File: src/rtl/sm_seq_pkg.sv
// Shared state encodings and error codes for the sm_seq_check sequence monitor.
package sm_seq_pkg;

  // One-hot with an all-zero idle state.
  typedef enum logic [2:0] {
    ST_IDLE  = 3'b000,
    ST_RUN   = 3'b001,
    ST_DONE  = 3'b010,
    ST_ERROR = 3'b100
  } state_e;

  localparam logic [1:0] ERR_NONE     = 2'b00;
  localparam logic [1:0] ERR_MISMATCH = 2'b01;
  localparam logic [1:0] ERR_TIMEOUT  = 2'b10;

endpackage

File: src/rtl/sm_seq_timer.sv
// Idle-cycle counter: expire fires on the tick that would be the TIMEOUT-th
// consecutive idle cycle since the last clear.
module sm_seq_timer #(
  parameter int unsigned TIMEOUT = 16
) (
  input  logic clk,
  input  logic rst,
  input  logic clear,
  input  logic tick,
  output logic expire
);

  localparam int unsigned CW = $clog2(TIMEOUT + 1);

  logic [CW-1:0] cnt_q, cnt_d;

  assign expire = tick && !clear && (cnt_q == CW'(TIMEOUT - 1));

  always_comb begin
    cnt_d = cnt_q;
    if (clear) begin
      cnt_d = '0;
    end else if (tick && !expire) begin
      cnt_d = cnt_q + 1'b1;
    end
  end

  always_ff @(posedge clk) begin
    if (rst) begin
      cnt_q <= '0;
    end else begin
      cnt_q <= cnt_d;
    end
  end

endmodule

File: src/rtl/sm_seq_check.sv
// Programmable ordered-sequence checker with sticky error and registered outputs.
// Define SM_SEQ_TIMEOUT_EN to compile in the RUN-state inactivity timeout.
module sm_seq_check
  import sm_seq_pkg::*;
#(
  parameter int unsigned W       = 4,
  parameter int unsigned N       = 4,
  parameter int unsigned TIMEOUT = 16,
  localparam int unsigned SW     = $clog2(N)
) (
  input  logic            clk,
  input  logic            rst,
  input  logic            start,
  input  logic            clr,
  input  logic            in_vld,
  input  logic [W-1:0]    in_sym,
  input  logic [N*W-1:0]  exp_seq,
  output logic            busy,
  output logic [SW-1:0]   step,
  output logic            match,
  output logic            done,
  output logic            err,
  output logic [1:0]      err_code
);

  state_e        state_q, state_d;
  logic [SW-1:0] step_q, step_d;
  logic          match_q, match_d;
  logic          done_q, done_d;
  logic          err_q, err_d;
  logic [1:0]    code_q, code_d;
  logic [W-1:0]  exp_sym;
  logic          expire;

  assign exp_sym = exp_seq[32'(step_q) * W +: W];

`ifdef SM_SEQ_TIMEOUT_EN
  logic tmr_clear;
  logic tmr_tick;

  // Any valid symbol or control event in RUN restarts the idle count.
  assign tmr_clear = (state_q != ST_RUN) || in_vld || start || clr;
  assign tmr_tick  = (state_q == ST_RUN) && !in_vld;

  sm_seq_timer #(.TIMEOUT(TIMEOUT)) u_timer (
    .clk    (clk),
    .rst    (rst),
    .clear  (tmr_clear),
    .tick   (tmr_tick),
    .expire (expire)
  );
`else
  // TIMEOUT is at least 1, so this is a constant low.
  assign expire = (TIMEOUT == 0);
`endif

  always_comb begin
    state_d = state_q;
    step_d  = step_q;
    match_d = 1'b0;
    done_d  = 1'b0;
    err_d   = err_q;
    code_d  = code_q;
    unique case (state_q)
      ST_IDLE: begin
        if (!clr && start) begin
          state_d = ST_RUN;
          step_d  = '0;
        end
      end
      ST_RUN: begin
        if (clr) begin
          state_d = ST_IDLE;
          step_d  = '0;
        end else if (start) begin
          step_d = '0;
        end else if (in_vld) begin
          if (in_sym == exp_sym) begin
            match_d = 1'b1;
            if (step_q == SW'(N - 1)) begin
              state_d = ST_DONE;
              done_d  = 1'b1;
              step_d  = '0;
            end else begin
              step_d = step_q + 1'b1;
            end
          end else begin
            state_d = ST_ERROR;
            err_d   = 1'b1;
            code_d  = ERR_MISMATCH;
          end
        end else if (expire) begin
          state_d = ST_ERROR;
          err_d   = 1'b1;
          code_d  = ERR_TIMEOUT;
        end
      end
      ST_DONE: begin
        state_d = (!clr && start) ? ST_RUN : ST_IDLE;
        step_d  = '0;
      end
      ST_ERROR: begin
        if (clr) begin
          state_d = ST_IDLE;
          step_d  = '0;
          err_d   = 1'b0;
          code_d  = ERR_NONE;
        end
      end
      default: begin
        state_d = ST_IDLE;
        step_d  = '0;
        err_d   = 1'b0;
        code_d  = ERR_NONE;
      end
    endcase
  end

  always_ff @(posedge clk) begin
    if (rst) begin
      state_q <= ST_IDLE;
      step_q  <= '0;
      match_q <= 1'b0;
      done_q  <= 1'b0;
      err_q   <= 1'b0;
      code_q  <= ERR_NONE;
    end else begin
      state_q <= state_d;
      step_q  <= step_d;
      match_q <= match_d;
      done_q  <= done_d;
      err_q   <= err_d;
      code_q  <= code_d;
    end
  end

  assign busy     = (state_q == ST_RUN);
  assign step     = step_q;
  assign match    = match_q;
  assign done     = done_q;
  assign err      = err_q;
  assign err_code = code_q;

endmodule

File: config.mk
export PLATFORM = sky130hd
export DESIGN_NAME = sm_seq_check
export DESIGN_NICKNAME = d
export VERILOG_FILES = /design/src/rtl/sm_seq_pkg.sv /design/src/rtl/sm_seq_timer.sv /design/src/rtl/sm_seq_check.sv
export SDC_FILE = /design/constraint.sdc
export NUM_CORES = 1
export LEC_CHECK = 0
export ABC_AREA = 1
export CAP_MARGIN = 5
export CORE_ASPECT_RATIO = 0.9
export CORE_MARGIN = 2
export CORE_UTILIZATION = 35
export DETAILED_ROUTE_END_ITERATION = 6
export DONT_BUFFER_PORTS = 1
export GPL_TIMING_DRIVEN = 0
export PLACE_DENSITY_LB_ADDON = 0.1
export SLEW_MARGIN = 30
export SYNTH_ARGS = -nofsm -noshare
export SYNTH_HDL_FRONTEND = slang
export SYNTH_SLANG_ARGS = --single-unit
File: constraint.sdc
create_clock -name clk -period 2.3 [get_ports clk]
set_clock_uncertainty 0.2 [all_clocks]
set_input_delay 0.575 -clock clk [delete_from_list [all_inputs] [get_ports clk]]
set_output_delay 0.575 -clock clk [all_outputs]
set_load 0.01 [all_outputs]
==> impl_metrics.json, run 1 <==
{
  "met3_usage_pct": 5.519,
  "fin_ws_ns": 0.5081,
  "place_area_um2": 734.5,
  "grt_max_degree": 11,
  "drt_pass1_iterations": 4,
  "syn_to_final_growth_pct": 7.651,
  "post_cts_buffers": 0,
  "hpwl_mm": 1.257,
  "drt_wl_total_mm": 1.575,
  "path_cells": "inv_2 -> nand3_1 -> nand2_1 -> nand2_1 -> nand2_2 -> nor2_4 -> nand2_4 -> nand2_4 -> nand2_2 -> nor2_1 -> nor2_1",
  "cts_buffer_depth": 2,
  "ant_nets": 0,
  "drt_iter0_markers": 5,
  "p_switching_mw": 0.1564,
  "grt_pass1_wl_mm": 2.511,
  "timing.final.crit_share_pct": 77.91,
  "vias_per_cell": 4.832,
  "drv_slew": 0,
  "outcome": "finished, final reports clean",
  "synthDominantCellAreaShare_pct": 22.78,
  "grt_usage_pct": 14.49,
  "ys_ff_latch": 8,
  "ios": 33,
  "seqPwrFrac_pct": 38.2,
  "p_int_mw": 0.2624,
  "cap_violations": 0,
  "synth_top_area_cell": "dfxtp_1",
  "hold_path_class": "in2reg",
  "drive_above_1_share_pct": 16.95,
  "synth.avg_cell_area_um2": 6.115,
  "synth-async-reset-ratio_pct": 0,
  "cp_slowest_cell": "dfxtp_1",
  "die_area_um2": 2384,
  "cp-start-kind": "register",
  "coreArea_um2": 1914,
  "setup-violations-final": 0,
  "row_count": 15,
  "die_w_um": 51.25,
  "diodes": 0,
  "cts_resized": 0,
  "h-tree-depth": 1,
  "synth.distinct_cells": 26,
  "stdcell_area_um2": 757.0,
  "cp.required_ns": 2.25,
  "synth-edff-count": 0,
  "initial_core_util_pct": 36.73,
  "synth_cells": 115,
  "finalSetupTns_ns": 0,
  "ctsHoldBuffers": 0,
  "p_sw_share_pct": 37.34,
  "synth_area_leaders": "dfxtp_1, nand2_1, nand3_1",
  "worst-endpoint-arrival_ns": 1.74,
  "nets": 146,
  "cts_tree": "yes",
  "path_clk_slew_ns": 0.06,
  "wire_per_inst_um": 11.01,
  "place_congestion": 0.7178,
  "synth_area_um2": 703.2,
  "met2_usage_pct": 21.04,
  "comb_power_share_pct": 35.7,
  "fin_hold_ws_ns": 0.1854,
  "hold_viol_final": 0,
  "period_minus_slack_ns": 1.792,
  "synth_top_cells_by_count": "nand2_1, inv_1, nand3_1",
  "yosys_warnings": 0,
  "clkPwrFrac_pct": 26.0,
  "cts_root_buffer": "clkbuf_4",
  "yosysMostFrequentCell": "nand2_1",
  "gr-usage-met1_pct": 19.80,
  "antenna_found_initial": 0,
  "grt_overflow": 0,
  "p_per_area_nw_per_um2": 553.2,
  "gr-max-usage-layer": "met2",
  "place.port_buffers": 0,
  "max_freq_mhz": 558.1,
  "path_max_fanout": 7,
  "grt_pass1_vias": 580,
  "max_stage_delay_ns": 0.56,
  "clock-sinks": 8,
  "power_leakage_nw": 0.3812,
  "criticalPathCategory": "reg2reg",
  "worstHoldPathCells": 1,
  "cts_buffers": 3,
  "vias": 691,
  "rsz0062_at_grt": "false",
  "drc": 0,
  "peakVddDrop_uv": 246.5,
  "place_ws_ns": 0.4759,
  "synth_ff_type": "dfxtp_1",
  "ff2ff_path_depth": 11,
  "total_power_mw": 0.4188,
  "fillCellCount": 215,
  "syn-num-nets": 141,
  "die_y_um": 46.52,
  "ys_seq_area_share_pct": 22.78,
  "end_kind": "register",
  "insertion_delay_ns": 0.25
}
flip-flops by register name, summed over array words and instances, names as in the netlist:
| signal | cells |
|---|---|
| state_q | 3 |
| step | 2 |
| done | 1 |
| err_code | 1 |
| match | 1 |
power by group through the flow:
stage / combinational [mW] / sequential, mW / clock (mW)
final: 0.150 / 0.160 / 0.109
after global routing: 0.173 / 0.161 / 0.122
after CTS: 0.152 / 0.160 / 0.116
after detailed placement: 0.152 / 0.163 / 0
after global placement: 0.150 / 0.163 / 0
after floorplan: 0.130 / 0.160 / 0
metal layers:
layer | vias up | share of wire, %
li1 | 371 | -
met5 | - | 0
met3 | 2 | 6.3
met1 | 300 | 50
met4 | 0 | 0.51
met2 | 18 | 43
path summary, 6_finish.rpt:
| path | slack (ns) | start | to |
|---|---|---|---|
| worst max register to register | 0.51 | step[1] | step[1] |
| worst max-delay path | 0.51 | step[1] | step[1] |
| worst min register to register | 0.36 | err_code[0] | err_code[0] |
| worst min-delay path | 0.19 | rst | state_q[2] |
metrics by stage:
step / util (%) / instances
final: 39.54 / 143
after global routing: 39.54 / 143
after CTS: 39.54 / 143
after detailed placement: 38.37 / 140
after global placement: 38.37 / 140
after floorplan: - / 115
area by class of cell:
| class | count | area (µm²) | area share, % |
|---|---|---|---|
| buffer | 3 | 26.28 | 3.471 |
| clock buffer | 3 | 22.52 | 2.975 |
| inverter | 17 | 71.32 | 9.421 |
| multi-input combinational | 87 | 445.4 | 58.84 |
| sequential | 8 | 160.2 | 21.16 |
| tap | 25 | 31.28 | 4.132 |
placed cells by master (no fill, tap or decap), drive strengths merged, types with 2 or more instances in the layout:
cell and count:
nand3b 2, nand2 40, inv 17, nor2 12
o21ai 2, clkbuf 3, dfxtp 8, nor3 3
a21oi 5, buf 3, nand4 3, nand3 14
logic make-up (layout without fill, tap and decap cells):
group | count (synthesis) | count (layout) | share of synthesized area [%]
flops | 8 | 8 | 22.78
simple gates | 76 | 76 | 53.38
other cells | 1 | 1 | 0.5333
fa+ha+maj | 1 | 1 | 1.779
buf+inv | 20 | 23 | 13.88
compound gates | 9 | 9 | 7.652
critical path: cells and delay by family (launching register included):
family	cells	cell delay [ns]
AND/OR/NAND/NOR	10	0.81
flip-flops	1	0.56
buffers and inverters	1	0.13
(Power assumes the default switching activity.)
==> run 2: changes to the inputs <==
==> constraint.sdc (replaced) <==
create_clock -name clk -period 1.8 [get_ports clk]
set_clock_uncertainty 0.2 [all_clocks]
set_input_delay 0.45 -clock clk [delete_from_list [all_inputs] [get_ports clk]]
set_output_delay 0.45 -clock clk [all_outputs]
set_load 0.01 [all_outputs]
==> impl_metrics.json, run 2 (same netlist as run 1, synthesis figures left out) <==
{
  "drt_pass1_iterations": 3,
  "insertion_delay_ns": 0.25,
  "grt_usage_pct": 14.49,
  "hold_viol_final": 0,
  "largest_reg_flops": 3,
  "row_count": 15,
  "final_common_cell": "nand2_1",
  "syn_to_final_growth_pct": 31.14,
  "initial_core_util_pct": 36.73,
  "die_y_um": 46.52,
  "finalSetupTns_ns": 0,
  "max_freq_mhz": 570.2,
  "timing.final.crit_share_pct": 97.43,
  "cts_tree": "yes",
  "place_ws_ns": 0.01274,
  "h-tree-depth": 1,
  "antenna_found_initial": 0,
  "power_leakage_nw": 0.4277,
  "cap_violations": 0,
  "r2r_setup_slack_ns": 0.05,
  "drt_iter0_markers": 7,
  "grt_pass1_vias": 580,
  "coreArea_um2": 1914,
  "drt_wl_total_mm": 1.794,
  "setup-violations-final": 0,
  "peakVddDrop_uv": 339.9,
  "cp-start-kind": "register",
  "outcome": "finished, final reports clean",
  "path_max_fanout": 6,
  "worstHoldPathCells": 1,
  "grt_max_degree": 11,
  "fin_ws_ns": 0.04623,
  "dp_cells": 140,
  "wire_per_inst_um": 12.29,
  "regToRegStartpoint": "step[0]",
  "top_register": "state_q",
  "end_kind": "register",
  "clock-sinks": 8,
  "drive_above_1_share_pct": 34.71,
  "p_per_area_nw_per_um2": 665.2,
  "drc": 0,
  "nets": 149,
  "criticalPathCategory": "reg2reg",
  "ios": 33,
  "hp-start": "rst",
  "ctsHoldBuffers": 0,
  "diodes": 0,
  "hpwl_mm": 1.257,
  "ff2ff_path_depth": 14,
  "layout_common_cells": "nand2_1, inv_1, nor2_1, nand2_2, nand3_1",
  "drv_slew": 0,
  "die_w_um": 51.25,
  "instances_no_fill": 146,
  "cp.required_ns": 1.75,
  "path_clk_slew_ns": 0.06,
  "worst-endpoint-arrival_ns": 1.70,
  "place.port_buffers": 0,
  "die_area_um2": 2384,
  "cts_buffer_depth": 2,
  "vias": 720,
  "fin_hold_ws_ns": 0.04680,
  "grt_pass1_wl_mm": 2.511,
  "timing.rr.end": "step[1]",
  "cts_root_buffer": "clkbuf_4",
  "period_minus_slack_ns": 1.754,
  "place_congestion": 0.7178,
  "grt_overflow": 0,
  "vias_per_cell": 4.932,
  "rsz0062_at_grt": "true",
  "final_util_pct": 48.17,
  "ant_nets": 0,
  "cts_buffers": 3,
  "holdPathEnd": "state_q[1]",
  "hold_path_class": "in2reg"
}
run 2: changes by cell type in the layout (fill, tap and decap cells not counted), moves of 2 or more:
| cell | previous run | this run |
|---|---|---|
| dfxtp_1 | 8 | 5 |
| nand3_4 | 0 | 2 |
| nand3_1 | 13 | 7 |
| dfxtp_4 | 0 | 2 |
| nand2_2 | 4 | 8 |
| nand3_2 | 1 | 5 |
| nand2_1 | 34 | 26 |
| nand2_4 | 2 | 6 |
run 2: critical path, stage by stage (launching register included):
cell and delay [ns]:
dfxtp_4 0.40, buf_12 0.15, clkinv_8 0.07, nand2_2 0.06
nand3_2 0.08, nand2_1 0.08, nand2_1 0.06, nand2_1 0.06
nand2_1 0.06, inv_2 0.08, nand2_4 0.08, nand2_4 0.08
nand2_4 0.06, nor2_4 0.09, nor2_1 0.04
run 2: power breakdown:
group / switching [mW] / internal, mW / total [mW]
Clock: 0.0640 / 0.0765 / 0.141
Sequential: 0.0214 / 0.189 / 0.210
Combinational: 0.152 / 0.111 / 0.263
Total: 0.238 / 0.376 / 0.613
run 2: stage by stage:
| step | instance area [µm²] | power [mW] |
|---|---|---|
| after floorplan | 703.2 | 0.3712 |
| after global placement | 734.5 | 0.4001 |
| after detailed placement | 734.5 | 0.4022 |
| after CTS | 758.2 | 0.5478 |
| after global routing | 922.1 | 0.6579 |
| final | 922.1 | 0.6134 |
run 2: layout make-up:
class	count	area [µm²]
Inverter	17	76.32
Buffer	3	35.03
Timing Repair Buffer	2	36.28
Sequential cell	8	168.9
Multi-Input combinational cell	87	543.0
Timing Repair inverter	1	8.758
Fill cell	199	992.2
Clock buffer	3	22.52
Tap cell	25	31.28
run 2: timing repair:
| action | 4_1_cts | 5_1_grt |
|---|---|---|
| endpoints found under the setup margin | 1 | 7 |
| buffers inserted | 0 | 1 |
| resized for setup | 1 | 31 |
| cloned | 0 | 2 |
| pin swaps | 0 | 8 |
run 2: worst max-delay path by stage:
stage / to / start / depth (start not counted) / slack, ns
global route: step[1] / step[0] / 15 / -0.07
global placement: step[1] / step[0] / 12 / 0.02
detailed placement: step[1] / step[0] / 12 / 0.01
floorplan: step[1] / step[0] / 12 / 0.17
finish: step[1] / step[0] / 14 / 0.05
CTS: step[1] / step[1] / 11 / 0.004
run 2: layer usage:
metal	GRT usage [%]	vias to the layer above	wire, µm
li1	-	379	-
met4	4.737	0	11
met3	5.519	2	107
met1	19.80	323	881
met5	0	-	0
met2	21.04	16	794
==> run 3: changes to the inputs <==
--- a/config.mk
+++ b/config.mk
@@ -10,6 +10,7 @@
 export CORE_ASPECT_RATIO = 0.9
 export CORE_MARGIN = 2
 export CORE_UTILIZATION = 35
+export CTS_BUF_LIST = sky130_fd_sc_hd__clkbuf_8 sky130_fd_sc_hd__clkbuf_16
 export DETAILED_ROUTE_END_ITERATION = 6
 export DONT_BUFFER_PORTS = 1
 export GPL_TIMING_DRIVEN = 0
==> constraint.sdc (replaced) <==
create_clock -name clk -period 1.5 [get_ports clk]
set_clock_uncertainty 0.2 [all_clocks]
set_input_delay 0.375 -clock clk [delete_from_list [all_inputs] [get_ports clk]]
set_output_delay 0.375 -clock clk [all_outputs]
set_load 0.01 [all_outputs]
==> impl_metrics.json, run 3 (same netlist as run 1, synthesis figures left out) <==
{
  "wire_per_inst_um": 12.58,
  "worst-endpoint-arrival_ns": 1.70,
  "r2r_setup_slack_ns": -0.25,
  "p_per_area_nw_per_um2": 871.4,
  "met2_usage_pct": 25.97,
  "drt_pass1_iterations": 4,
  "regToRegStartpoint": "step[0]",
  "peakVddDrop_uv": 472.5,
  "drt_wl_total_mm": 1.887,
  "cts_tree": "yes",
  "grt_overflow": 0,
  "layout_common_cells": "nand2_1, nand2_2, inv_1, nor2_1, nand3_2",
  "diodes": 0,
  "finalSetupTns_ns": -1.661,
  "place.port_buffers": 0,
  "gr-usage-met1_pct": 21.81,
  "hp-start": "rst",
  "hold_viol_final": 1,
  "drt_iter0_markers": 7,
  "cp-start-kind": "register",
  "outcome": "finished with violations",
  "vias_per_cell": 4.980,
  "fillCellCount": 202,
  "fin_ws_ns": -0.2501,
  "path_clk_slew_ns": 0.04,
  "final_common_cell": "nand2_1",
  "ctsHoldBuffers": 0,
  "gr-max-usage-layer": "met2",
  "place_congestion": 0.7130,
  "hold_path_class": "in2reg",
  "cp.required_ns": 1.45,
  "setup-violations-final": 9,
  "grt_max_degree": 8,
  "largest_reg_flops": 3,
  "timing.final.crit_share_pct": 116.7,
  "cts_buffer_depth": 2,
  "regArea_um2": 168.9,
  "ff2ff_path_depth": 10,
  "period_minus_slack_ns": 1.750,
  "initial_core_util_pct": 36.73,
  "end_kind": "register",
  "die_y_um": 46.52,
  "worstHoldPathCells": 1,
  "met3_usage_pct": 4.221,
  "multi_input_area_um2": 540.5,
  "power_leakage_nw": 0.4512,
  "vias": 747,
  "h-tree-depth": 1,
  "fin_hold_ws_ns": -0.002039,
  "top_register": "state_q",
  "die_w_um": 51.25,
  "ant_nets": 0,
  "violations": "hold timing, setup timing",
  "path_max_fanout": 6,
  "criticalPathCategory": "reg2reg",
  "holdPathEnd": "state_q[2]",
  "drive_above_1_share_pct": 44.80,
  "cap_violations": 0,
  "timing.rr.end": "state_q[1]",
  "grt_usage_pct": 16.25,
  "row_count": 15,
  "hpwl_mm": 1.250,
  "coreArea_um2": 1914,
  "nets": 153,
  "insertion_delay_ns": 0.23,
  "drc": 0,
  "drv_slew": 0,
  "grt_pass1_wl_mm": 2.822,
  "cts_root_buffer": "clkbuf_8",
  "cts_buffers": 3,
  "max_freq_mhz": 571.4,
  "rsz0062_at_grt": "true",
  "antenna_found_initial": 0,
  "final_util_pct": 49.87,
  "ios": 33,
  "grt_pass1_vias": 664,
  "syn_to_final_growth_pct": 35.77,
  "die_area_um2": 2384,
  "clock-sinks": 8
}
run 3: layer usage:
layer	share of wire, %	vias to the layer above
li1	-	388
met1	46	338
met2	49	19
met3	4.5	2
met4	0.69	0
met5	0	-
run 3: final cells by class:
| cell class | instances | area share [%] |
|---|---|---|
| multi-input cells | 87 | 56.62 |
| flip-flops and latches | 8 | 17.69 |
| inverters | 17 | 7.471 |
| repair buffers | 6 | 6.815 |
| clock buffers | 3 | 4.325 |
| well taps | 25 | 3.277 |
| plain buffers | 3 | 3.145 |
| repair inverters | 1 | 0.6553 |
run 3: critical path, stage by stage, from the launching register on:
cell     delay (ns)
dfxtp_4        0.40
buf_8          0.15
nand2_1        0.10
nand3_4        0.10
nand2_2        0.05
nand2_1        0.07
nand2_2        0.07
nor2_4         0.14
buf_4          0.13
nand4_1        0.08
nor3_1         0.19
run 3: what timing repair did:
item	CTS	global route
gates cloned	2	0
buffers inserted	3	2
endpoints found under the hold margin	0	1
gates resized for setup	21	11
setup endpoints to repair	9	9
pin swaps	6	5
run 3: worst max path at each step:
stage / from / to / cells after the start
after floorplan: step[0] / step[1] / 12
after global placement: step[0] / step[1] / 12
after detailed placement: step[0] / step[1] / 12
after CTS: step[0] / step[1] / 12
after global routing: step[0] / step[1] / 13
final: step[0] / state_q[1] / 10
run 3: per-stage QoR:
step           total power [mW]  area (µm²)  std cells  hold WS [ns]  worst slack, ns
2_1_floorplan            0.4469       705.7        115        0.2441         -0.06674
3_3_place_gp             0.4823       737.0        140        0.2470          -0.2130
3_5_place_dp             0.4857       737.0        140        0.2547          -0.2252
4_1_cts                  0.8075       898.4        148      0.008442          -0.2026
5_1_grt                  0.8858       954.7        150     -0.007471          -0.3712
6_report                 0.8319       954.7        150     -0.002039          -0.2501
run 3: report_power, final:
group / internal (mW) / leakage, nW / switching (mW)
sequential: 0.228 / 0.0676 / 0.0282
clock: 0.174 / 0.0216 / 0.0870
combinational: 0.136 / 0.362 / 0.178
==> RTL edit 1, RTL diff (config.mk and constraints of run 2) <==
Add a define of `SM_SEQ_TIMEOUT_EN`.
--- a/src/rtl/sm_seq_check.sv
+++ b/src/rtl/sm_seq_check.sv
@@ -1,5 +1,7 @@
 // Programmable ordered-sequence checker with sticky error and registered outputs.
 // Define SM_SEQ_TIMEOUT_EN to compile in the RUN-state inactivity timeout.
+`define SM_SEQ_TIMEOUT_EN
+
 module sm_seq_check
   import sm_seq_pkg::*;
 #(
Formal check against the unedited RTL: no difference found for any inputs over 10 cycles, from zero or initial values and one cycle with rst high; that may be too few to reach the edited logic, so the function may still have changed.
==> RTL edit 1 against run 2 <==
The flow now finishes with violations (negative setup slack); worst hold slack gained 130 ps; setup slack lost 69 ps; clock power grew 43%; sequential power grew 69%; die area grew 43%; cell area grew 47%; sequential share of layout area grew 4.9 points; wire length grew 53%; sequential cell count grew 7; non-clock buffer count grew 6; power grew 30%; area after synthesis grew 48%; critical endpoint is now err$_SDFFE_PP0P_.
==> RTL edit 1: results (changes against run 2) <==
Int Power -> 520.4 µW (was 375.8 µW)
Slowest stage delay, CP -> 340 ps (was 400 ps)
Antenna Cells -> 0 (unchanged)
Largest regs -> u_timer.cnt_q (5), state_q (3)
Status -> finished with violations (was finished clean)
Antenna violations before repair -> 0 (unchanged)
Actual slew at the worst max-slew pin -> 513.7 ps
Failing checks -> negative setup slack
Static leakage -> 0.0005735 µW (was 0.0004277 µW)
Clock Tree Buf Depth -> 2 (unchanged)
Max H-tree Level -> 1 (unchanged)
Worst-Skew Late Latency -> 290 ps (was 250 ps)
Highest Clock Rate -> 0.5487 GHz (was 0.5702 GHz)
Final setup fails -> 4 (was 0)
Placed cell area -> 1092 µm² (was 734.5 µm²)
Number of detailed-route iterations in the first pass -> 4 (was 3)
YS warnings -> 0 (unchanged)
Mapped Nets -> 195 (was 141)
# nets final -> 210 (was 149)
Share of layout cells above drive strength 1 -> 32.04% (was 34.71%)
Crit-path max FO -> 3 (was 6)
Largest net degree at the start of global routing -> 11 (unchanged)
Worst Hold Class -> primary input to flop (unchanged)
Post-synthesis cell type count -> 25 (was 26)
Wire per inst -> 12.44 µm (was 12.29 µm)
Delay-heaviest family, CP -> simple AND/OR/NAND/NOR gates (unchanged)
IR drop worst, VDD -> 0.4426 mV (was 0.3399 mV)
Sequential-to-total area share from yosys stat -> 28.95% (was 22.78%)
Synth area leaders -> dfxtp_1 29%, nand2_1 19%, nand3_1 9.2% (was dfxtp_1 23%, nand2_1 18%, nand3_1 9.3%)
Number of synthesized flops with an enable pin -> 0 (unchanged)
Predominant post-synthesis flop cell -> dfxtp_1 (unchanged)
CTS root buffer -> clkbuf_4 (unchanged)
Worst hold slack -> 178.4 ps (was 46.80 ps)
Setup slack after layout -> -22.34 ps (was 46.23 ps)
Port-buffer cells -> 0 (unchanged)
Vias after detailed routing -> 1128 (was 720)
CTS buffer count -> 3 (unchanged)
Post-DP HPWL -> 1937 µm (was 1257 µm)
First-pass GRT wire length -> 4457 µm (was 2511 µm)
Synth cell count leaders -> 52 x nand2_1, 20 x inv_1, 19 x nand3_1 (was 34 x nand2_1, 13 x inv_1, 13 x nand3_1)
Fraction of registers with async set/reset -> 0% (unchanged)
GRT Overall Usage -> 16.85% (was 14.49%)
Initial DRC count -> 66 (was 7)
Crit-path slowest cell -> dfxtp_2 (was dfxtp_4)
Gpl congestion -> 0.7914 (was 0.7178)
CTS clk-pin slew, worst paths -> 90 ps (was 60 ps)
Worst Path Arrival -> 1780 ps (was 1700 ps)
[RTL edit 1: cell types whose count changed in the layout (fill, tap and decap cells not counted), sizes merged, moves of 3 or more]
cell	delta
nand2	+14
nor2	+8
dfxtp	+7
nand3	+6
buf	+5
nand4	+5
inv	+4
a21oi	+3
a31oi	+3
o21ai	+3
[RTL edit 1: logic make-up after synthesis]
family	count (synthesis)	share of synthesized area, %
AND/OR/NAND/NOR	108	48.13
buffers and inverters	24	9.409
adder cells (fa/ha/maj)	3	3.619
flip-flops	15	28.95
AO/OA/AOI/OAI	17	9.892
[RTL edit 1: path summary, 6_finish.rpt]
path / start / to / cells after the start
setup reg to reg: u_timer.cnt_q[0]$_SDFFE_PP0P_ / err$_SDFFE_PP0P_ / 9
setup / recovery: u_timer.cnt_q[0]$_SDFFE_PP0P_ / err$_SDFFE_PP0P_ / 9
hold reg to reg: u_timer.cnt_q[3]$_SDFFE_PP0P_ / u_timer.cnt_q[3]$_SDFFE_PP0P_ / 1
hold / removal: start / state_q[1]$_SDFFE_PP0P_ / 3
[RTL edit 1: what timing repair did]
item	in CTS	in global routing
resized for setup	15	33
pin swaps	5	13
buffers inserted	4	4
gates cloned	1	1
hold endpoints to repair	0	0
setup endpoints to repair	13	16
[RTL edit 1: metal layers]
layer / track usage, % / vias up / routed length, µm
met1: 20.46 / 521 / 1224
met5: 0 / - / 0
met3: 5.349 / 4 / 136
li1: - / 581 / -
met4: 3.647 / 0 / 27
met2: 28.57 / 22 / 1361
[RTL edit 1: worst reg2reg max path, delay by kind of cell, from the launching register on]
kind	cells	cell delay (ps)
AO/OA/AOI/OAI	2	140
adder cells (fa/ha/maj)	2	340
AND/OR/NAND/NOR	5	680
flip-flops	1	340
[RTL edit 1: power by group through the flow]
| stage | combinational [µW] | clock (µW) | sequential, µW |
|---|---|---|---|
| final | 241 | 201 | 354 |
| after global routing | 272 | 226 | 355 |
| after CTS | 199 | 211 | 352 |
| after detailed placement | 182 | 0 | 359 |
| after global placement | 177 | 0 | 359 |
| after floorplan | 151 | 0 | 356 |
[RTL edit 1: final cells by class]
cell class | count | area, µm²
Fill cell | 305 | 1435
Sequential cell | 15 | 315.3
Multi-Input combinational cell | 129 | 765.7
Inverter | 22 | 96.34
Clock buffer | 4 | 26.28
Buffer | 2 | 18.77
Tap cell | 40 | 50.05
Timing Repair Buffer | 9 | 85.08
[RTL edit 1: stage by stage]
step,TNS (ps),worst slack [ps],cells
2_1_floorplan,0,89.26,167
4_1_cts,-45.94,-20.30,216
6_report,-51.06,-22.34,221
5_1_grt,-1154,-141.8,221
3_3_place_gp,-859.0,-133.9,207
3_5_place_dp,-1083,-159.5,207
==> RTL edit 2, RTL diff (settings of run 2) <==
Without the edit above. Register the inputs `in_sym` and `exp_seq` before use, with the module's reset. The logic sees them one clock later. The other inputs are not delayed to match.
--- a/src/rtl/sm_seq_check.sv
+++ b/src/rtl/sm_seq_check.sv
@@ -23,6 +23,19 @@
   output logic [1:0]      err_code
 );
 
+  logic [W-1:0] in_sym_q;
+  logic [N*W-1:0] exp_seq_q;
+
+  always_ff @(posedge clk) begin
+    if (rst) begin
+      in_sym_q  <= '0;
+      exp_seq_q <= '0;
+    end else begin
+      in_sym_q  <= in_sym;
+      exp_seq_q <= exp_seq;
+    end
+  end
+
   state_e        state_q, state_d;
   logic [SW-1:0] step_q, step_d;
   logic          match_q, match_d;
@@ -32,7 +45,7 @@
   logic [W-1:0]  exp_sym;
   logic          expire;
 
-  assign exp_sym = exp_seq[32'(step_q) * W +: W];
+  assign exp_sym = exp_seq_q[32'(step_q) * W +: W];
 
 `ifdef SM_SEQ_TIMEOUT_EN
   logic tmr_clear;
@@ -75,7 +88,7 @@
         end else if (start) begin
           step_d = '0;
         end else if (in_vld) begin
-          if (in_sym == exp_sym) begin
+          if (in_sym_q == exp_sym) begin
             match_d = 1'b1;
             if (step_q == SW'(N - 1)) begin
               state_d = ST_DONE;
Behaviour: not the same (Yosys sat finds a counterexample within 4 cycles, from zero or initial values and one cycle with rst high).
==> RTL edit 2 against run 2 <==
Non-clock buffer count grew 4; power grew 140%; largest cell class unchanged; cell area grew 65%; area after synthesis grew 80%; wire length grew 40%; critical endpoint is now step[0]$_SDFFE_PP0P_; sequential cell count grew 20; critical path depth shrank 8; clock power grew to 3.5 times the old value; sequential share of layout area grew 19 points; setup slack gained 3.5 ps; via count grew 43%; critical path type unchanged; sequential power grew to 3.3 times the old value; synthesized cell count grew 52%.
==> RTL edit 2: results (changes against run 2) <==
Status -> finished clean (unchanged)
Gpl congestion -> 0.7759 (was 0.7178)
Tcrit/Tclk final -> 97.23% (was 97.43%)
Int Power -> 1071 µW (was 375.8 µW)
Bufs w/o clock -> 9 (was 5)
Worst-Skew Late Latency -> 280 ps (was 250 ps)
Worst Path Arrival -> 1760 ps (was 1700 ps)
First-pass GRT wire length -> 4133 µm (was 2511 µm)
IR drop worst, VDD -> 0.4169 mV (was 0.3399 mV)
GRT Overall Usage -> 13.59% (was 14.49%)
Initial DRC count -> 41 (was 7)
# resized after CTS -> 2 (was 1)
Sequential-to-total area share from yosys stat -> 44.31% (was 22.78%)
Fraction of area in multi-input gates -> 39.31% (was 58.89%)
Post-synthesis cell type count -> 25 (was 26)
Static leakage -> 0.0007099 µW (was 0.0004277 µW)
Cell Count Post-Placement -> 219 (was 140)
# nets final -> 211 (was 149)
Vias after detailed routing -> 1030 (was 720)
Logic pwr share -> 19.5% (was 42.8%)
Register Area -> 565.5 µm² (was 168.9 µm²)
Post-Synth Adder-Cell Area -> 0.9891% (was 1.779%)
Largest net degree at the start of global routing -> 17 (was 11)
Sink Count -> 28 (was 8)
Share of layout cells above drive strength 1 -> 23.91% (was 34.71%)
Post-DP HPWL -> 1849 µm (was 1257 µm)
==> RTL edit 2: cell count changes after synthesis, sizes merged <==
| cell | run 2 | this run |
|---|---|---|
| nand3 | 14 | 17 |
| nand4 | 3 | 4 |
| nand2 | 40 | 38 |
| inv | 17 | 31 |
| and3 | 1 | 0 |
| dfxtp | 8 | 28 |
| clkbuf | 0 | 2 |
| nand3b | 2 | 4 |
| clkinv | 0 | 1 |
| a211oi | 1 | 0 |
| o31ai | 1 | 0 |
| o21ai | 2 | 4 |
| nor2 | 12 | 31 |
| nor4 | 0 | 1 |
==> RTL edit 2: metal layers <==
metal,share of wire (%),global-route usage (%)
met2,48,23.20
met5,0,0
met3,3.9,4.205
met4,0.95,4.373
met1,47,16.53
==> RTL edit 2: worst max-delay path, cell delays in order (launching register included) <==
cell	delay, ps
dfxtp_1	340
nand3b_1	300
nor3_1	470
nand2_1	150
nand3_2	120
nand2_2	40
nor2_1	80
